File: src/rtl/scalar_dcache.sv
// scalar_dcache
//   Blocking, direct-mapped, write-through, no-write-allocate data cache for
//   the scalar load/store unit. Load hits complete in the request cycle.
//   Misses fill a whole line from memory one word at a time. All stores are
//   written through to memory. RAM traffic uses a single-word ready handshake.
//
// Parameters
//   SETS        number of lines (power of 2, >= 2)
//   BLOCK_WORDS words per line (power of 2, >= 1)
//   WORD_W      data/address width
//
// Ports
//   CLK, RST          clock (rising edge), asynchronous active-high reset
//   dmemREN/dmemWEN   load/store request from the LS unit (store wins)
//   dmemaddr          byte address, bits [1:0] ignored
//   dmemstore         store data
//   dmem_in           load data, nonzero only on a load hit
//   dhit_in           one-cycle request-complete pulse
//   ramREN/ramWEN     memory read/write request (never both)
//   ramaddr/ramstore  memory byte address / write data
//   ramload           memory read data, sampled when ram_ready=1
//   ram_ready         memory completed the current request
//
// Optional feature (macro SCALAR_DCACHE_PERF_EN)
//   Adds saturating 32-bit hit_count / miss_count outputs. Load hits that do
//   not follow a fill count as hits. Each IDLE->FILL transition counts as a miss.
module scalar_dcache #(
  parameter int unsigned SETS        = 16,
  parameter int unsigned BLOCK_WORDS = 2,
  parameter int unsigned WORD_W      = 32
) (
  input  logic              CLK,
  input  logic              RST,
  input  logic              dmemREN,
  input  logic              dmemWEN,
  input  logic [WORD_W-1:0] dmemaddr,
  input  logic [WORD_W-1:0] dmemstore,
  output logic [WORD_W-1:0] dmem_in,
  output logic              dhit_in,
  output logic              ramREN,
  output logic              ramWEN,
  output logic [WORD_W-1:0] ramaddr,
  output logic [WORD_W-1:0] ramstore,
  input  logic [WORD_W-1:0] ramload,
  input  logic              ram_ready
`ifdef SCALAR_DCACHE_PERF_EN
  ,
  output logic [31:0]       hit_count,
  output logic [31:0]       miss_count
`endif
);

  localparam int unsigned WORD_BITS = $clog2(BLOCK_WORDS);
  localparam int unsigned IDX_BITS  = $clog2(SETS);
  localparam int unsigned OFF_BITS  = 2 + WORD_BITS;
  localparam int unsigned TAG_LSB   = OFF_BITS + IDX_BITS;
  localparam int unsigned TAG_W     = WORD_W - TAG_LSB;
  localparam int unsigned CNT_W     = (WORD_BITS == 0) ? 1 : WORD_BITS;
  localparam logic [WORD_W-1:0] LINE_MASK = (WORD_W'(1) << OFF_BITS) - WORD_W'(1);

  typedef logic [IDX_BITS-1:0] idx_t;
  typedef logic [TAG_W-1:0]    tag_t;
  typedef logic [CNT_W-1:0]    cnt_t;

  typedef enum logic [1:0] {
    IDLE,
    FILL,
    WRITE
  } state_t;

  function automatic idx_t idx_of(input logic [WORD_W-1:0] a);
    return idx_t'(a >> OFF_BITS);
  endfunction

  function automatic tag_t tag_of(input logic [WORD_W-1:0] a);
    return tag_t'(a >> TAG_LSB);
  endfunction

  function automatic cnt_t word_of(input logic [WORD_W-1:0] a);
    return (BLOCK_WORDS == 1) ? '0 : cnt_t'(a >> 2);
  endfunction

  state_t            state;
  logic [SETS-1:0]   valid;
  tag_t              tag_mem  [SETS];
  logic [WORD_W-1:0] data_mem [SETS][BLOCK_WORDS];
  logic [WORD_W-1:0] fill_buf [BLOCK_WORDS];
  cnt_t              cnt;
  logic [WORD_W-1:0] fill_base;
  logic [WORD_W-1:0] wr_addr;
  logic [WORD_W-1:0] wr_data;
  logic              just_filled;

  idx_t req_idx, fill_idx, wr_idx;
  tag_t req_tag, fill_tag;
  cnt_t req_word, wr_word;
  logic lookup_hit, wr_hit, fill_last;

  assign req_idx    = idx_of(dmemaddr);
  assign req_tag    = tag_of(dmemaddr);
  assign req_word   = word_of(dmemaddr);
  assign lookup_hit = valid[req_idx] && (tag_mem[req_idx] == req_tag);

  assign fill_idx   = idx_of(fill_base);
  assign fill_tag   = tag_of(fill_base);
  assign fill_last  = (cnt == cnt_t'(BLOCK_WORDS - 1));

  assign wr_idx     = idx_of(wr_addr);
  assign wr_word    = word_of(wr_addr);
  assign wr_hit     = valid[wr_idx] && (tag_mem[wr_idx] == tag_of(wr_addr));

  // Control state and valid bits. The fill address and the store are latched
  // on entry so that an abandoned request still completes its RAM side
  // consistently; with a stable requester the latched values equal the live
  // request.
  always_ff @(posedge CLK or posedge RST) begin
    if (RST) begin
      state       <= IDLE;
      valid       <= '0;
      cnt         <= '0;
      fill_base   <= '0;
      wr_addr     <= '0;
      wr_data     <= '0;
      just_filled <= 1'b0;
`ifdef SCALAR_DCACHE_PERF_EN
      hit_count   <= '0;
      miss_count  <= '0;
`endif
    end else begin
      just_filled <= 1'b0;
      case (state)
        IDLE: begin
          if (dmemWEN) begin
            state   <= WRITE;
            wr_addr <= dmemaddr;
            wr_data <= dmemstore;
          end else if (dmemREN && !lookup_hit) begin
            state     <= FILL;
            cnt       <= '0;
            fill_base <= dmemaddr & ~LINE_MASK;
`ifdef SCALAR_DCACHE_PERF_EN
            if (miss_count != '1) miss_count <= miss_count + 32'd1;
`endif
          end else if (dmemREN && !just_filled) begin
`ifdef SCALAR_DCACHE_PERF_EN
            if (hit_count != '1) hit_count <= hit_count + 32'd1;
`endif
          end
        end
        FILL: begin
          if (ram_ready) begin
            cnt <= cnt + cnt_t'(1);
            if (fill_last) begin
              valid[fill_idx] <= 1'b1;
              state           <= IDLE;
              just_filled     <= 1'b1;
            end
          end
        end
        WRITE: begin
          if (ram_ready) state <= IDLE;
        end
        default: state <= IDLE;
      endcase
    end
  end

  // Tag and data arrays carry no reset; valid bits gate every use.
  always_ff @(posedge CLK) begin
    if (state == FILL && ram_ready) begin
      fill_buf[cnt] <= ramload;
      if (fill_last) begin
        tag_mem[fill_idx] <= fill_tag;
        for (int unsigned w = 0; w < BLOCK_WORDS; w++) begin
          data_mem[fill_idx][w] <= (cnt_t'(w) == cnt) ? ramload : fill_buf[w];
        end
      end
    end
    if (state == WRITE && ram_ready && wr_hit) begin
      data_mem[wr_idx][wr_word] <= wr_data;
    end
  end

  // Outputs decode the state directly so an asynchronous reset clears them at once.
  always_comb begin
    dhit_in  = 1'b0;
    dmem_in  = '0;
    ramREN   = 1'b0;
    ramWEN   = 1'b0;
    ramaddr  = '0;
    ramstore = '0;
    case (state)
      IDLE: begin
        if (!dmemWEN && dmemREN && lookup_hit) begin
          dhit_in = 1'b1;
          dmem_in = data_mem[req_idx][req_word];
        end
      end
      FILL: begin
        ramREN  = 1'b1;
        ramaddr = fill_base | (WORD_W'(cnt) << 2);
      end
      WRITE: begin
        ramWEN   = 1'b1;
        ramaddr  = wr_addr;
        ramstore = wr_data;
        dhit_in  = ram_ready;
      end
      default: ;
    endcase
  end

endmodule
File: config.mk
export PLATFORM = sky130hd
export DESIGN_NAME = scalar_dcache
export DESIGN_NICKNAME = d
export VERILOG_FILES = /design/src/rtl/scalar_dcache.sv
export SDC_FILE = /design/constraint.sdc
export NUM_CORES = 2
export LEC_CHECK = 0
export CORE_AREA = 2 2 351 353
export CTS_CLUSTER_DIAMETER = 40
export DETAILED_ROUTE_END_ITERATION = 8
export DIE_AREA = 0 0 353 355
export GPL_ROUTABILITY_DRIVEN = 0
export PLACE_DENSITY_LB_ADDON = 0.3
export SLEW_MARGIN = 25
export SYNTH_ARGS = -nofsm -noshare
export SYNTH_HDL_FRONTEND = slang
export SYNTH_SLANG_ARGS = --single-unit
File: constraint.sdc
create_clock -name CLK -period 6.2 [get_ports CLK]
set_clock_uncertainty 0.1 [all_clocks]
set_input_delay 0.62 -clock CLK [delete_from_list [all_inputs] [get_ports CLK]]
set_output_delay 0.62 -clock CLK [all_outputs]
set_load 0.02 [all_outputs]
-- Yosys cells after proc, flatten, opt, wreduce, memory -nomap -nowiden
Memory sizes are Yosys's and may differ from the RTL's.
Index checks and enable logic that the tools add are counted.
- add/subtract/negate cells: 1
- multiply operators: 0
- div/mod/pow operators: 0
- magnitude comparators: 7
- equal/unequal tests: 10
- shift-type cells: 0
- muxes and demuxes: 41
- bitwise logic cells: 5
- reduce and logical (&&, ||, !) cells: 20
- operators with widths (kind ; count):
    $mux 32 ; 9
    $mux 64 ; 3
    $pmux 32 s2 ; 1
    $reduce_or 64->1 ; 1
    $eq 25x25->1 ; 2
    $demux 32 s1 ; 1
    $or 32x3->32 ; 1
    $or 16x16->16 ; 1
    $lt 4x5->1 const B ; 3
    $mux 1 ; 15
    $logic_and 1x1->1 ; 10
    $mux 2 ; 5
    $ne 2x2->1 const B ; 5
    $bmux 1 s4 ; 2
    $reduce_and 4->1 ; 2
    $pmux 2 s3 ; 1
    $reduce_and 3->1 ; 2
    $demux 1 s4 ; 1
    $ge 2x2->1 const B ; 2
    $ge 4x1->1 const B ; 1
    $mux 4 ; 1
    $not 1->2 ; 2
    $pmux 1 s2 ; 2
    $ne 3x3->1 const B ; 1
    9 further kinds ; 10
- flip-flop bits (word level): 112
- bits in latches: 0
- RAM bits: 1488
- bits in read-only memories: 0
- output and inout bits: 99
- logic and storage cells: 93
- memories: 3
- memory list (name ; depth ; bits a word ; rd ports ; clocked after memory_dff ; write ports ; line ; text):
    data_mem ; 16 ; 64 ; 1 ; 0 ; 1 ; 86 ; logic [WORD_W-1:0] data_mem [SETS][BLOCK_WORDS];
    tag_mem ; 16 ; 25 ; 2 ; 0 ; 1 ; 85 ; tag_t tag_mem [SETS];
    fill_buf ; 2 ; 32 ; 2 ; 0 ; 1 ; 87 ; logic [WORD_W-1:0] fill_buf [BLOCK_WORDS];

-- Longest topological paths before layout
- word-level depth: 8
- mapped depth: 16
- mapped depth without buffers: 9

-- Least setup slack after synthesis
OpenSTA, ideal clock, no wires.
- path type: register to register
- start point: register state[1]
- end point: memory data_mem[0][0] (netlist name), enable pin
- setup time: 0.425 ns
- data arrival time: 5.785 ns
- required time: 5.675 ns
- path slack: -0.111 ns
- stages on the path, launching flop included: 10
- cells stage by stage: dfrtp_1 > inv_1 > ha_1 > clkbuf_1 > and3_1 > clkbuf_1 > or3b_2 > nor3_1 > nand2_1 > o21ai_1
- longest elaborated chain between the ends: 7
- elaborated cells on any way between the ends: 12
- ends and longest elaborated chain (item ; line ; text):
    start: declaration ; 83 ; state_t state;
    start signal: assignment ; 118 ; state <= IDLE;
    start signal: assignment ; 134 ; state <= WRITE;
    start signal: assignment ; 138 ; state <= FILL;
    $eq 2x2->1 ; 179 ; if (state == WRITE && ram_ready && wr_hit) begin
    $logic_and 1x1->1 (2 in a row) ; 179 ;
    $mux 1 ; 179 ;
    $mux 64 (not written as such) ; 180 ; data_mem[wr_idx][wr_word] <= wr_data;
    $reduce_or 64->1 (no source line) ; - ;
    $mux 4 (no source line) / $mux 64 (equally long branches) ; - ;
    end: declaration ; 86 ;
Several ways; a longest one is shown, not always the timed one.

-- Final worst setup path
- start point: input dmemaddr[6]
- end point: output dmem_in[25]
- longest elaborated chain between the ends: 6
- elaborated cells on any way between the ends: 12
- ends and longest elaborated chain (item ; line ; text):
    start: declaration ; 36 ; input logic [WORD_W-1:0] dmemaddr,
    $mem_v2 16x25 (tied with other cells) ; - ;
    $eq 25x25->1 (tied with other cells) ; 102 ; assign lookup_hit = valid[req_idx] && (tag_mem[req_idx] == req_tag);
    $logic_and 1x1->1 / $mux 32 (equally long branches) ; 102, 196 ;
    $logic_and 1x1->1 / $mux 32 (equally long branches) ; 194, 196 ;
    $mux 32 * ; 194 ; if (!dmemWEN && dmemREN && lookup_hit) begin
    $mux 32 * ; 192 ; case (state)
    end: declaration ; 38 ; output logic [WORD_W-1:0] dmem_in,
Mark *: on every way between the ends. The rest lies on a longest branch, timed or not. The select of a mux whose other input is x is not followed.

==> flow_metrics.env <==
export IMPL_r2r_cells=11
export IMPL_syn_to_final_growth_pct=17.4
export IMPL_antenna_found_initial=3
export IMPL_num_io_pins=200
export IMPL_hold_violations=0
export IMPL_die_h_um=355
export IMPL_cts_resized=0
export IMPL_htreeDepth=4
export IMPL_final_common_cell="edfxtp_1"
export IMPL_leakage_nw=25.3
export IMPL_cts_hold_buf=0
export IMPL_dieArea_mm2=0.125
export IMPL_drc=0
export IMPL_slew_limit_headroom_pct=25.9
export IMPL_min_path_type="in2async"
export IMPL_antenna_left=0
export IMPL_cap_viol_max_count=0
export IMPL_worst_setup_path_end_kind="output pin"
export IMPL_finalCritPeriodShare_pct=93.7
export IMPL_coreArea_mm2=0.121
export IMPL_ys_warn_count=0
export IMPL_regToRegStartpoint="wr_addr[3]"
export IMPL_ys_types=56
export IMPL_syn_nets=3305
export IMPL_ys_seq_area_share_pct=71.3
export IMPL_cts_tree="yes"
export IMPL_worstMarginPinSlew_ns=1.11
export IMPL_multiInputGateArea_mm2=0.0186
export IMPL_p_per_area_mw_per_mm2=389
export IMPL_portBuffers=199
export IMPL_place_hpwl_um=101000
export IMPL_synth_cells=3201
export IMPL_drt_pass1_iterations=6
export IMPL_syn_avg_cell_area_um2=20.8
export IMPL_clk_pin_slew_worst_paths_ns=0.05
export IMPL_vias=35800
export IMPL_tns_ns=0
export IMPL_grt_pass1_wl_um=261000
export IMPL_critPathKind="in2out"
export IMPL_worstSetupStartpointType="input port"
export IMPL_dp_slack_ns=0.526
export IMPL_slew_viol_final=0
export IMPL_ctsLongestPathBuffers=3
export IMPL_peakVddDrop_v=0.000320
export IMPL_cts_setup_buffers=0
export IMPL_cts_sinks=1600
export IMPL_n_fill_cell=7899
export IMPL_wire_per_inst_um=33.8
export IMPL_clock_latency_ns=0.83
export IMPL_cp_data_arrival_time_ns=5.09
export IMPL_whs_ns=0.227
export IMPL_worst_slack_ns=0.393
export IMPL_drtIter0Drc=4612
export IMPL_synth_seq_cells=1600
export IMPL_final_net_count=3665
export IMPL_grt_max_degree=113
export IMPL_globalRouteOverflowTotal=0
export IMPL_grt_pass1_vias=37100
export IMPL_finalCriticalPeriod_ns=5.81
export IMPL_drive_above_1_share_pct=31.9
export IMPL_crit_path_max_fanout=33
export IMPL_crit_required_ns=5.48
export IMPL_die_w_um=353
export IMPL_layout_common_cells="1,488 x edfxtp_1, 525 x mux4_2, 193 x clkdlybuf4s50_1"
export IMPL_fmax_mhz=172
export IMPL_viasPerCell=6.69
export IMPL_status="completed"
export IMPL_rsz0062_at_grt="false"
export IMPL_root_buffer="clkbuf_16"
export IMPL_cts_buffers=187
export IMPL_initial_utilization_pct=54.8
export IMPL_seqCellArea_mm2=0.0475
export IMPL_setup_viol=0
export IMPL_worstSetupStartpoint="dmemaddr[6]"
export IMPL_row_count=128
export IMPL_finalWirelength_um=181000
export IMPL_track_usage_pct=29.2
export IMPL_syn_area_mm2=0.0666
[registers in the layout, indices dropped and copies added (netlist names)]
register	cells
wr_data	32
wr_addr	32
cnt	1
valid	16
state	2
fill_buf	64
data_mem	1024
tag_mem	400
fill_base	29
[final timing paths]
path,slack (ns),to
max,0.39,dmem_in[25]
min,0.23,wr_data[22]
max reg2reg,0.56,data_mem[8][18]
min reg2reg,0.40,valid[10]
max in group asynchronous,4.36,cnt
min in group CLK,0.31,wr_addr[3]
[metrics by stage]
stage / total power [mW] / util [%] / cells / area (um2)
after floorplan: 17.2 / - / 3201 / 66600
after global placement: 19.2 / 59.1 / 4993 / 71700
after detailed placement: 19.4 / 59.1 / 4993 / 71700
after CTS: 30.4 / 64.3 / 5342 / 78000
after global routing: 31.2 / 64.4 / 5347 / 78100
final: 30.4 / 64.4 / 5347 / 78100
[Yosys cell counts (all sizes together)]
master / instances / share of area [%]
a211o: 1 / 0.013
a211oi: 2 / 0.023
a21boi: 1 / 0.011
a21oi: 47 / 0.35
a221oi: 3 / 0.058
a22o: 2 / 0.026
a22oi: 54 / 0.61
a32o: 1 / 0.015
and2: 38 / 0.36
and3: 12 / 0.11
and4bb: 1 / 0.019
buf: 119 / 1.1
clkbuf: 86 / 0.48
dfrtp: 112 / 4.2
edfxtp: 1488 / 67
ha: 3 / 0.056
inv: 6 / 0.034
mux2: 90 / 1.5
mux2i: 160 / 2.4
mux4: 525 / 18
nand2: 134 / 0.76
nand2b: 8 / 0.075
nand3: 10 / 0.083
nand3b: 5 / 0.056
nand4: 11 / 0.10
nand4b: 2 / 0.026
nor2: 22 / 0.12
nor2b: 40 / 0.38
nor3: 8 / 0.060
nor3b: 1 / 0.011
nor4: 2 / 0.019
nor4b: 1 / 0.023
o211ai: 8 / 0.090
o21ai: 102 / 0.77
o22ai: 2 / 0.019
o2bb2ai: 1 / 0.013
o31a: 1 / 0.013
o31ai: 5 / 0.077
or2: 21 / 0.20
or3: 5 / 0.047
or3b: 2 / 0.026
or4: 2 / 0.023
xnor2: 36 / 0.47
xor2: 21 / 0.28
[critical path, stage by stage]
cell             delay (ns)
buf_4                  0.44
buf_4                  0.48
mux4_2                 0.36
mux2i_1                0.23
xor2_1                 0.30
o211ai_1               0.14
o31ai_1                0.17
nand4_1                0.32
nor3_1                 0.30
nand4b_1               0.16
buf_4                  0.27
a21oi_1                0.48
clkdlybuf4s50_1        0.72
[cell families (layout without fill, tap and decap cells)]
kind of cell,after synthesis,in the layout,synth area share [%]
flops,1600,1600,71.3
buf+inv,211,731,1.58
fa+ha+maj,3,3,0.0564
compound gates,230,230,2.09
simple gates,325,325,2.49
xor+xnor,57,57,0.750
mux,775,775,21.7
other cells,0,1,0
[layout make-up]
| type | count | share of cell area, % |
|---|---|---|
| tap | 1625 | 2.60 |
| sequential | 1600 | 60.8 |
| clock inverter | 134 | 1.88 |
| clock buffer | 215 | 6.23 |
| antenna | 1 | 0.00320 |
| timing repair buffer | 376 | 4.70 |
| inverter | 6 | 0.0352 |
| multi-input combinational | 1390 | 23.8 |
[metal layers]
layer / share of wire, % / wire [um] / global-route usage [%] / vias to the layer above
met5: 0.0083 / 15 / 0 / -
met4: 4.2 / 7670 / 12.2 / 2
met3: 11 / 20000 / 6.78 / 469
met2: 49 / 88400 / 47.4 / 2417
met1: 36 / 64900 / 38.5 / 18800
li1: - / - / - / 14100
[report_power, final]
part | internal, mW | switching [mW] | total (mW)
registers | 13.0 | 0.929 | 13.9
logic | 2.45 | 2.89 | 5.34
clock network | 6.53 | 4.58 | 11.1
total | 22.0 | 8.40 | 30.4
Power figures use the tool's default switching activity.
